==> src/rtl/dmem_lsu_pkg.sv <==
// Shared encodings and helpers for the dmem_lsu load/store unit.
package dmem_lsu_pkg;

    localparam logic [1:0] SZ_B = 2'd0;
    localparam logic [1:0] SZ_H = 2'd1;
    localparam logic [1:0] SZ_W = 2'd2;
    localparam logic [1:0] SZ_D = 2'd3;

    typedef enum logic [2:0] {
        IDLE,
        LOAD,
        RMW_RD,
        WRITE,
        RESP
    } state_t;

    function automatic logic [3:0] size_bytes(input logic [1:0] size);
        return 4'd1 << size;
    endfunction

endpackage

==> src/rtl/dmem_lsu_align.sv <==
// Combinational byte lane logic: load extract/extend and store merge.
// Field of interest always sits at the top of the 64-bit word (big-endian lanes).
module dmem_lsu_align
    import dmem_lsu_pkg::*;
(
    input  logic [1:0]  size,
    input  logic        zext,
    input  logic [63:0] rdata,
    input  logic [63:0] wdata,
    input  logic [63:0] rd_q,
    output logic [63:0] ld_data,
    output logic [63:0] st_data
);

    logic [6:0]  shamt;
    logic [63:0] keep_mask;

    function automatic logic [63:0] ext_load(input logic [63:0] word,
                                             input logic [6:0]  sh,
                                             input logic        z);
        logic signed [63:0] word_s;
        word_s = signed'(word);
        if (z)
            return word >> sh;
        return word_s >>> sh;
    endfunction

    // shamt is the number of bit positions below the accessed field.
    assign shamt     = 7'd64 - {size_bytes(size), 3'b000};
    assign keep_mask = ~(~64'd0 << shamt);
    assign ld_data   = ext_load(rdata, shamt, zext);
    assign st_data   = (wdata << shamt) | (rd_q & keep_mask);

endmodule

==> src/rtl/dmem_lsu.sv <==
// Load/store unit between MEM stage and 64-bit byte-addressed data memory.
// Optional macro LSU_MISALIGN_TRAP_EN: accesses with addr mod size != 0 also fault.
module dmem_lsu
    import dmem_lsu_pkg::*;
#(
    parameter int MEM_BYTES = 8192,
    parameter int XLEN      = 64
) (
    input  logic            clk,
    input  logic            rst,
    input  logic            req_valid,
    output logic            req_ready,
    input  logic            req_we,
    input  logic [1:0]      req_size,
    input  logic            req_unsigned,
    input  logic [XLEN-1:0] req_addr,
    input  logic [XLEN-1:0] req_wdata,
    output logic            resp_valid,
    output logic [XLEN-1:0] resp_rdata,
    output logic            resp_fault,
    output logic [XLEN-1:0] mem_addr,
    output logic            mem_rw,
    output logic [XLEN-1:0] mem_wdata,
    input  logic [XLEN-1:0] mem_rdata
);

    localparam logic [XLEN:0] LAST_OK = (XLEN+1)'(MEM_BYTES - 8);

    state_t          state;
    logic            we_q;
    logic [1:0]      size_q;
    logic            uns_q;
    logic [XLEN-1:0] addr_q;
    logic [XLEN-1:0] wdata_q;
    logic [XLEN-1:0] rd_q;
    logic [XLEN-1:0] res_q;
    logic            fault_q;

    logic [XLEN-1:0] ld_data;
    logic [XLEN-1:0] st_data;
    logic            req_fault;

    // Every access touches 8 bytes, so the bound ignores the request size.
`ifdef LSU_MISALIGN_TRAP_EN
    logic [2:0] align_mask;
    assign align_mask = 3'(size_bytes(req_size) - 4'd1);
    assign req_fault  = ({1'b0, req_addr} > LAST_OK) || (|(req_addr[2:0] & align_mask));
`else
    assign req_fault  = ({1'b0, req_addr} > LAST_OK);
`endif

    dmem_lsu_align u_align (
        .size    (size_q),
        .zext    (uns_q),
        .rdata   (mem_rdata),
        .wdata   (wdata_q),
        .rd_q    (rd_q),
        .ld_data (ld_data),
        .st_data (st_data)
    );

    always_ff @(posedge clk) begin
        if (rst) begin
            state   <= IDLE;
            we_q    <= 1'b0;
            size_q  <= SZ_B;
            uns_q   <= 1'b0;
            addr_q  <= '0;
            wdata_q <= '0;
            rd_q    <= '0;
            res_q   <= '0;
            fault_q <= 1'b0;
        end else begin
            case (state)
                IDLE: begin
                    if (req_valid) begin
                        we_q    <= req_we;
                        size_q  <= req_size;
                        uns_q   <= req_unsigned;
                        addr_q  <= req_addr;
                        wdata_q <= req_wdata;
                        res_q   <= '0;
                        fault_q <= req_fault;
                        if (req_fault)
                            state <= RESP;
                        else if (!req_we)
                            state <= LOAD;
                        else if (req_size == SZ_D)
                            state <= WRITE;
                        else
                            state <= RMW_RD;
                    end
                end
                LOAD: begin
                    res_q <= ld_data;
                    state <= RESP;
                end
                RMW_RD: begin
                    rd_q  <= mem_rdata;
                    state <= WRITE;
                end
                WRITE:   state <= RESP;
                RESP:    state <= IDLE;
                default: state <= IDLE;
            endcase
        end
    end

    // Memory-side signals are pure decodes of state, so a reset in WRITE
    // leaves the falling-edge write of that cycle intact.
    assign req_ready  = (state == IDLE);
    assign resp_valid = (state == RESP);
    assign resp_fault = resp_valid && fault_q;
    assign resp_rdata = (resp_valid && !we_q) ? res_q : '0;
    assign mem_rw     = (state == WRITE);
    assign mem_addr   = (state == LOAD || state == RMW_RD || state == WRITE) ? addr_q : '0;
    assign mem_wdata  = (state == WRITE) ? st_data : '0;

endmodule
==> config.mk <==
export PLATFORM = sky130hd
export DESIGN_NAME = dmem_lsu
export DESIGN_NICKNAME = d
export VERILOG_FILES = /design/src/rtl/dmem_lsu_pkg.sv /design/src/rtl/dmem_lsu_align.sv /design/src/rtl/dmem_lsu.sv
export SDC_FILE = /design/constraint.sdc
export NUM_CORES = 1
export LEC_CHECK = 0
export BUFFER_PORTS_ARGS = -buffer_cell sky130_fd_sc_hd__buf_2
export CAP_MARGIN = 20
export CORE_MARGIN = 8
export CORE_UTILIZATION = 51
export CTS_CLUSTER_DIAMETER = 200
export DETAILED_ROUTE_END_ITERATION = 8
export PLACE_DENSITY_LB_ADDON = 0.1
export SLEW_MARGIN = 20
export SYNTH_ARGS = -nofsm -noshare
export SYNTH_HDL_FRONTEND = slang
export SYNTH_SLANG_ARGS = --single-unit
==> constraint.sdc <==
create_clock -name clk -period 2.1 [get_ports clk]
set_clock_uncertainty 0.05 [all_clocks]
set_input_delay 0.21 -clock clk [delete_from_list [all_inputs] [get_ports clk]]
set_output_delay 0.21 -clock clk [all_outputs]
set_load 0.1 [all_outputs]
==> reports/qor.txt, run 1 <==
Die width - 170 um
Status - stopped before the end
Mapped Cells - 1596
Post-DP HPWL - 35800 um
Clk root buf - clkbuf_16
Worst EP post-GRT repair - resp_rdata[60]
Top_reg_cell synth - dfxtp_1
Halt Stage - global routing (5_1_grt)
#FFs+latches synth - 256
Syn_nets - 1795
Initial antenna violation count - 19
CTS Buf Count - 28
Remaining Overflow, GRT - 199
H-tree depth - 1
Ranking of synthesized cells by area - dfxtp_1 (42%), nand2_1 (15%), a21oi_1 (12%), and2_1 (7.5%), mux4_2 (4.4%)
Post-synthesis cell area - 12200 um2
Synthesized area per cell - 7.63 um2
Largest net degree at the start of global routing - 111
GRT Total Usage - 77.3%
Synth top area share - 42.1%
IO Port Bufs - 394
Die H - 170 um
Initial Util - 51.8%
YS warnings - 0
Worst endpoint type - primary output
Clock sink count - 256
Yosys cell types - 35
Cell Rows - 56
CTS Buffer Depth - 3
Cell taking the most area after synthesis - dfxtp_1
Post-synthesis sequential area ratio - 42.1%
Post-synthesis async set-or-reset flop share - 0%
Post-synth EDFFs - 0
Error - [ERROR GRT-0232] Routing congestion too high. Check the congestion heatmap in the GUI.
Gpl congestion - 0.900
IO Count - 395
-- synth_stat cells, types with 2 or more instances --
cell type  count
a211oi_1       9
a21oi_1      293
a221o_1        7
and2_1       145
and3_1        48
buf_1          6
buf_2         57
buf_4          5
buf_6          9
clkbuf_1      65
clkbuf_2       3
dfxtp_1      256
mux2i_1       28
mux4_2        24
nand2_1      479
nand2b_1       2
nand3_1       52
nand4_1        4
nor2_1        17
nor2b_1        4
nor3_1         5
nor4_1        13
o21ai_0       40
o221ai_1      14
-- kinds of logic after synthesis --
| group | after synthesis | synth area share, % |
|---|---|---|
| DFF | 256 | 42.1 |
| muxes | 52 | 6.74 |
| buffers and inverters | 147 | 5.89 |
| and+or+nand+nor | 772 | 29.0 |
| AOI/OAI and AO/OA | 369 | 16.2 |
-- timing repair --
| action | in CTS |
|---|---|
| pin swaps | 45 |
| gates resized for setup | 120 |
| gates cloned | 15 |
| buffers inserted | 28 |
| hold endpoints to repair | 197 |
| endpoints found under the setup margin | 192 |
| hold buffers | 189 |
-- layer usage --
layer	track usage, %	GRT overflow
met3	64.1	4
met2	92.7	83
met1	74.5	4
met5	17.0	0
met4	85.7	108
-- through the flow --
stage          setup WS, ps  area [um2]  util [%]  std cells
3_5_place_dp           88.8       17800      75.7       2201
4_1_cts                -240       21800      92.9       2484
3_3_place_gp            103       17800      75.7       2201
2_1_floorplan          -204       12800         -       1596
==> run 2, diff against run 1 <==
CORE_UTILIZATION = 40   (was 51)
CTS_CLUSTER_DIAMETER = default   (was 200)
PLACE_DENSITY_LB_ADDON = 0.15   (was 0.1)
==> run 2 against run 1 <==
Net effect: the flow now finishes, with violations (negative setup slack); synthesized cell count did not move; area after synthesis unchanged.
==> reports/qor.txt, run 2 <==
#FFs+latches synth - 256
Top flop regs - addr_q x64, res_q x64, wdata_q x64
Max VDD drop - 0.000675 V
Post-synthesis sequential area ratio - 42.1%
Top_reg_cell synth - dfxtp_1
# nets final - 2369
Most frequent cells in the layout - nand2_1 (433), a21oi_1 (253), dfxtp_1 (251)
Design Area, Final - 22800 um2
First DRT Iteration DRCs - 1211
Vias in the first global route - 14800
Fin. Hold Viols - 0
Count leader, synth - nand2_1
Final min period - 2300 ps
Post-DP HPWL - 38000 um
Cell taking the most area after synthesis - dfxtp_1
Final worst-path cycle share - 110%
Synth top area share - 42.1%
1st-pass router iterations - 5
Max FO, Critical Path - 8
Post-synthesis async set-or-reset flop share - 0%
Remaining Overflow, GRT - 0
Syn_nets - 1795
Layout cells sized above 1 - 38.2%
Total leakage power - 8.91 nW
Clk root buf - clkbuf_16
TritonCTS clock tree - done
Top post-synthesis cells by count - nand2_1 (479), a21oi_1 (293), dfxtp_1 (256)
Vias/cell - 5.57
RSZ-0062 raised after global routing - true
Core area - 30300 um2
WL/cell - 23.5 um
Ranking of synthesized cells by area - dfxtp_1 (42%), nand2_1 (15%), a21oi_1 (12%), and2_1 (7.5%), mux4_2 (4.4%)
Worst hold path type - primary input to register
Most common cell after layout, fill and taps aside - nand2_1
Clock sink count - 256
IO Count - 395
Power per cell area - 530 nW/um2
Die area - 36300 um2
Cell Area, Placed - 17900 um2
TNS Setup - -20250 ps
Largest net degree at the start of global routing - 88
Initial antenna violation count - 5
Worst Slack Setup Final - -203 ps
Post-synthesis cell area - 12200 um2
WHS - 41.1 ps
Routed via count - 14400
Yosys cell types - 35
Filler-free cell count of the finished design - 2590
Setup WS pre-CTS - -13.1 ps
DR DRC count - 0
Area growth syn-to-layout - 87.2%
Clk_lat worst skew - 540 ps
Die width - 190 um
CP Capture Type - output port
H-tree depth - 1
Worst-margin pin slew - 677 ps
Fin util - 75.3%
Slew Limit Headroom - 54.5%
Placed cells - 2279
Max_cap viols - 0
Critical path type - register to output port
Cell Rows - 64
Initial Util - 40.2%
Status - finished, violations left
CP arrival - 2040 ps
Synthesized area per cell - 7.63 um2
First-pass GRT wire length - 90900 um
IO Port Bufs - 394
GRT Total Usage - 32.2%
Post-synth EDFFs - 0
Final number of setup-violating endpoints - 191
Failing checks - negative setup slack
CTS Buf Count - 28
CTS Buffer Depth - 3
Worst-path clk slew - 60 ps
Die H - 190 um
Worst Path Required - 1840 ps
Final Power - 12.1 mW
Maximum operating frequency - 434 MHz
Gpl congestion - 0.917
Antenna Violating Nets Remaining - 0
Final Max Slew Viols - 0
Mapped Cells - 1596
Detailed Route WL - 60800 um
Startpoint Class - register
YS warnings - 0
-- run 2: cell counts after synthesis --
Identical to the previous run, type by type.
-- run 2: worst max-delay path, cell delays in order (launching register included) --
cell,delay (ps)
dfxtp_4,360
nor2_4,90
and2_4,160
nor2b_4,160
buf_12,150
buf_12,130
buf_16,130
and2_4,150
buf_12,160
-- run 2: cell families after synthesis --
logic type,Yosys count,synth area share [%]
AO/OA/AOI/OAI,369,16.2
buffers and inverters,147,5.89
AND/OR/NAND/NOR,772,29.0
multiplexers,52,6.74
flip-flops,256,42.1
-- run 2: what timing repair did --
item                                    4_1_cts  5_1_grt
setup buffers                                48        4
endpoints found under the setup margin      200      245
pin swaps                                   118       40
gates resized for setup                     201       73
hold buffers                                189        0
cloned                                       28        2
endpoints found under the hold margin       196        0
-- run 2: final timing paths --
| path | endpoint | from | slack, ps | cells past startpoint |
|---|---|---|---|---|
| hold reg to reg | addr_q[12] | addr_q[12] | 400 | 2 |
| setup reg to reg | addr_q[37] | state[2] | 50 | 8 |
| setup / recovery | resp_rdata[46] | state[0] | -200 | 8 |
| hold / removal | res_q[11] | mem_rdata[59] | 40 | 4 |
-- run 2: power by group --
| part | internal (mW) | total, mW | switching, mW | leakage, nW |
|---|---|---|---|---|
| clock network | 3.17 | 5.22 | 2.05 | 0.473 |
| logic | 0.799 | 1.68 | 0.885 | 6.35 |
| registers | 5.01 | 5.17 | 0.158 | 2.09 |
-- run 2: final cells by class --
cell class	instances	area (um2)
sequential	256	5140
clock inverter	8	140
antenna	6	15.0
fill	1978	7490
timing repair buffer	690	8550
tap	396	495
multi-input combinational	1193	7610
clock buffer	40	817
inverter	1	11.3
-- run 2: layer usage --
| layer | up-vias | GRT usage [%] | wire [um] | share of wire [%] |
|---|---|---|---|---|
| li1 | 6532 | - | - | - |
| met1 | 6837 | 37.1 | 22100 | 36 |
| met5 | - | 0 | 10 | 0.016 |
| met4 | 2 | 15.0 | 3220 | 5.3 |
| met2 | 873 | 54.9 | 29400 | 48 |
| met3 | 189 | 8.61 | 6080 | 10 |
Power figures use the tool's default switching activity.
==> run 3, diff against run 2 <==
CORE_UTILIZATION = 30   (was 40)
SYNTH_HIERARCHICAL = 1   (was default)
==> run 3 against run 2 <==
Net effect: the flow still finishes with violations (negative setup slack); sequential power is essentially flat; fmax increased by 0.79%; first-iteration DRC count shrank 6.2%; clock power rose by 9.2%; worst setup slack improved by 18 ps; combinational power fell by 3%; wire length fell by 1.6%; global-route usage is 8.7 points lower; sequential share of layout area increased by 0.33 points; power is 3.4% higher; largest cell class unchanged.
==> reports/qor.txt, run 3 <==
Worst Slack Setup Final - -185 ps
Worst-case reg-to-reg path depth - 7
Worst Path Required - 1840 ps
Routed via count - 13900
WL/cell - 21.8 um
Core area - 40700 um2
IO Count - 395
Area growth syn-to-layout - 82.4%
Synthesized area per cell - 7.65 um2
H-tree depth - 2
Clk root buf - clkbuf_16
CTS Buf Count - 34
Largest net degree at the start of global routing - 114
Max FO, Critical Path - 16
Final Max Slew Viols - 0
Startpoint Class - register
1st-pass router iterations - 5
Most frequent cells in the layout - nand2_1 (452), dfxtp_1 (250), a21oi_1 (219)
Top flop regs - addr_q x64, res_q x64, wdata_q x64
Worst-path clk slew - 60 ps
Clk_lat worst skew - 530 ps
CP arrival - 2030 ps
Antenna Violating Nets Remaining - 0
Failing checks - negative setup slack
Vias in the first global route - 13900
R2r setup slk - 70 ps
Max VDD drop - 0.000552 V
Cell Rows - 74
Critical path type - register to output port
Setup WS pre-CTS - 52.5 ps
WHS - 60.9 ps
Worst-margin pin slew - 771 ps
Final number of setup-violating endpoints - 180
Die H - 219 um
Vias/cell - 5.08
DR DRC count - 0
First DRT Iteration DRCs - 1136
Hold path endpoint - res_q[57]
Detailed Route WL - 59800 um
Final Power - 12.5 mW
RR Endpoint - res_q[7]
TritonCTS clock tree - done
Initial Util - 30.3%
CP Capture Type - output port
Worst hold path type - primary input to register
Total leakage power - 9.15 nW
Die area - 47800 um2
Post-DP HPWL - 38800 um
IO Port Bufs - 394
Most common cell after layout, fill and taps aside - nand2_1
GRT Total Usage - 23.5%
Max_cap viols - 0
Status - finished, violations left
Worst R2R Start - size_q[0]
Power per cell area - 555 nW/um2
Slew Limit Headroom - 48.6%
Fin. Hold Viols - 0
Maximum operating frequency - 438 MHz
Die width - 219 um
YS warnings - 6
Remaining Overflow, GRT - 0
# nets final - 2386
CTS Buffer Depth - 3
Post-synthesis cell area - 12300 um2
Initial antenna violation count - 10
Syn_nets - 1810
Cell Area, Placed - 17800 um2
Layout cells sized above 1 - 37.6%
Design Area, Final - 22500 um2
Final worst-path cycle share - 109%
Worst Hold Depth - 4
Final min period - 2290 ps
Clock sink count - 256
Hold_sp - mem_rdata[57]
First-pass GRT wire length - 86000 um
Gpl congestion - 0.828
RSZ-0062 raised after global routing - true
Mapped Cells - 1611
## run 3: metrics by stage
step / util (%) / setup TNS, ps / cells
final: 55.2 / -19890 / 2747
after global routing: 55.2 / -30780 / 2747
after CTS: 54.0 / -28940 / 2730
after detailed placement: 43.7 / 0 / 2433
after global placement: 43.7 / 0 / 2433
after floorplan: - / -3600 / 1611
## run 3: area by class of cell
type | instances | area, um2
diodes | 8 | 20.0
clock buffers | 52 | 1060
clock inverters | 4 | 26.3
fillers | 3674 | 18300
inverters | 2 | 10.0
multi-input cells | 1217 | 7250
flip-flops and latches | 256 | 5140
well taps | 532 | 666
repair buffers | 676 | 8310
## run 3: what timing repair did
| action | 4_1_cts | 5_1_grt |
|---|---|---|
| hold endpoints to repair | 190 | 0 |
| gates resized for setup | 176 | 146 |
| buffers inserted | 35 | 9 |
| pin swaps | 40 | 114 |
| hold buffers | 189 | 0 |
| gates cloned | 17 | 9 |
| endpoints found under the setup margin | 194 | 208 |
## run 3: routing by layer
layer  up-vias  part of all wire [%]  global-route usage (%)
met2       597                    48                    39.3
met3       128                   7.9                    5.60
li1       6493                     -                       -
met5         -                     0                       0
met4         0                   3.8                    9.94
met1      6730                    40                    28.7
## run 3: how the worst max path moves through the flow
stage | start | to | slack [ps]
after global routing | state[0] | resp_rdata[62] | -240
after global placement | state[0] | mem_wdata[57] | 100
after floorplan | state[1] | resp_rdata[10] | -340
after detailed placement | state[0] | mem_wdata[57] | 50
after CTS | state[0] | resp_rdata[28] | -220
final | state[0] | resp_rdata[10] | -190
## run 3: report_power, final
group          total (mW)  internal (mW)  leakage, nW  switching, mW
Combinational        1.63          0.778         6.52          0.849
Sequential           5.15           5.01         2.09          0.141
Clock                5.70           3.45        0.536           2.25
Total                12.5           9.24         9.15           3.24
## run 3: worst max-delay path: stages, from the launching register on
cell	delay, ps
dfxtp_4	370
nor2_4	110
and2_4	150
nor2b_4	150
buf_12	170
buf_16	170
and2_4	170
buf_12	170
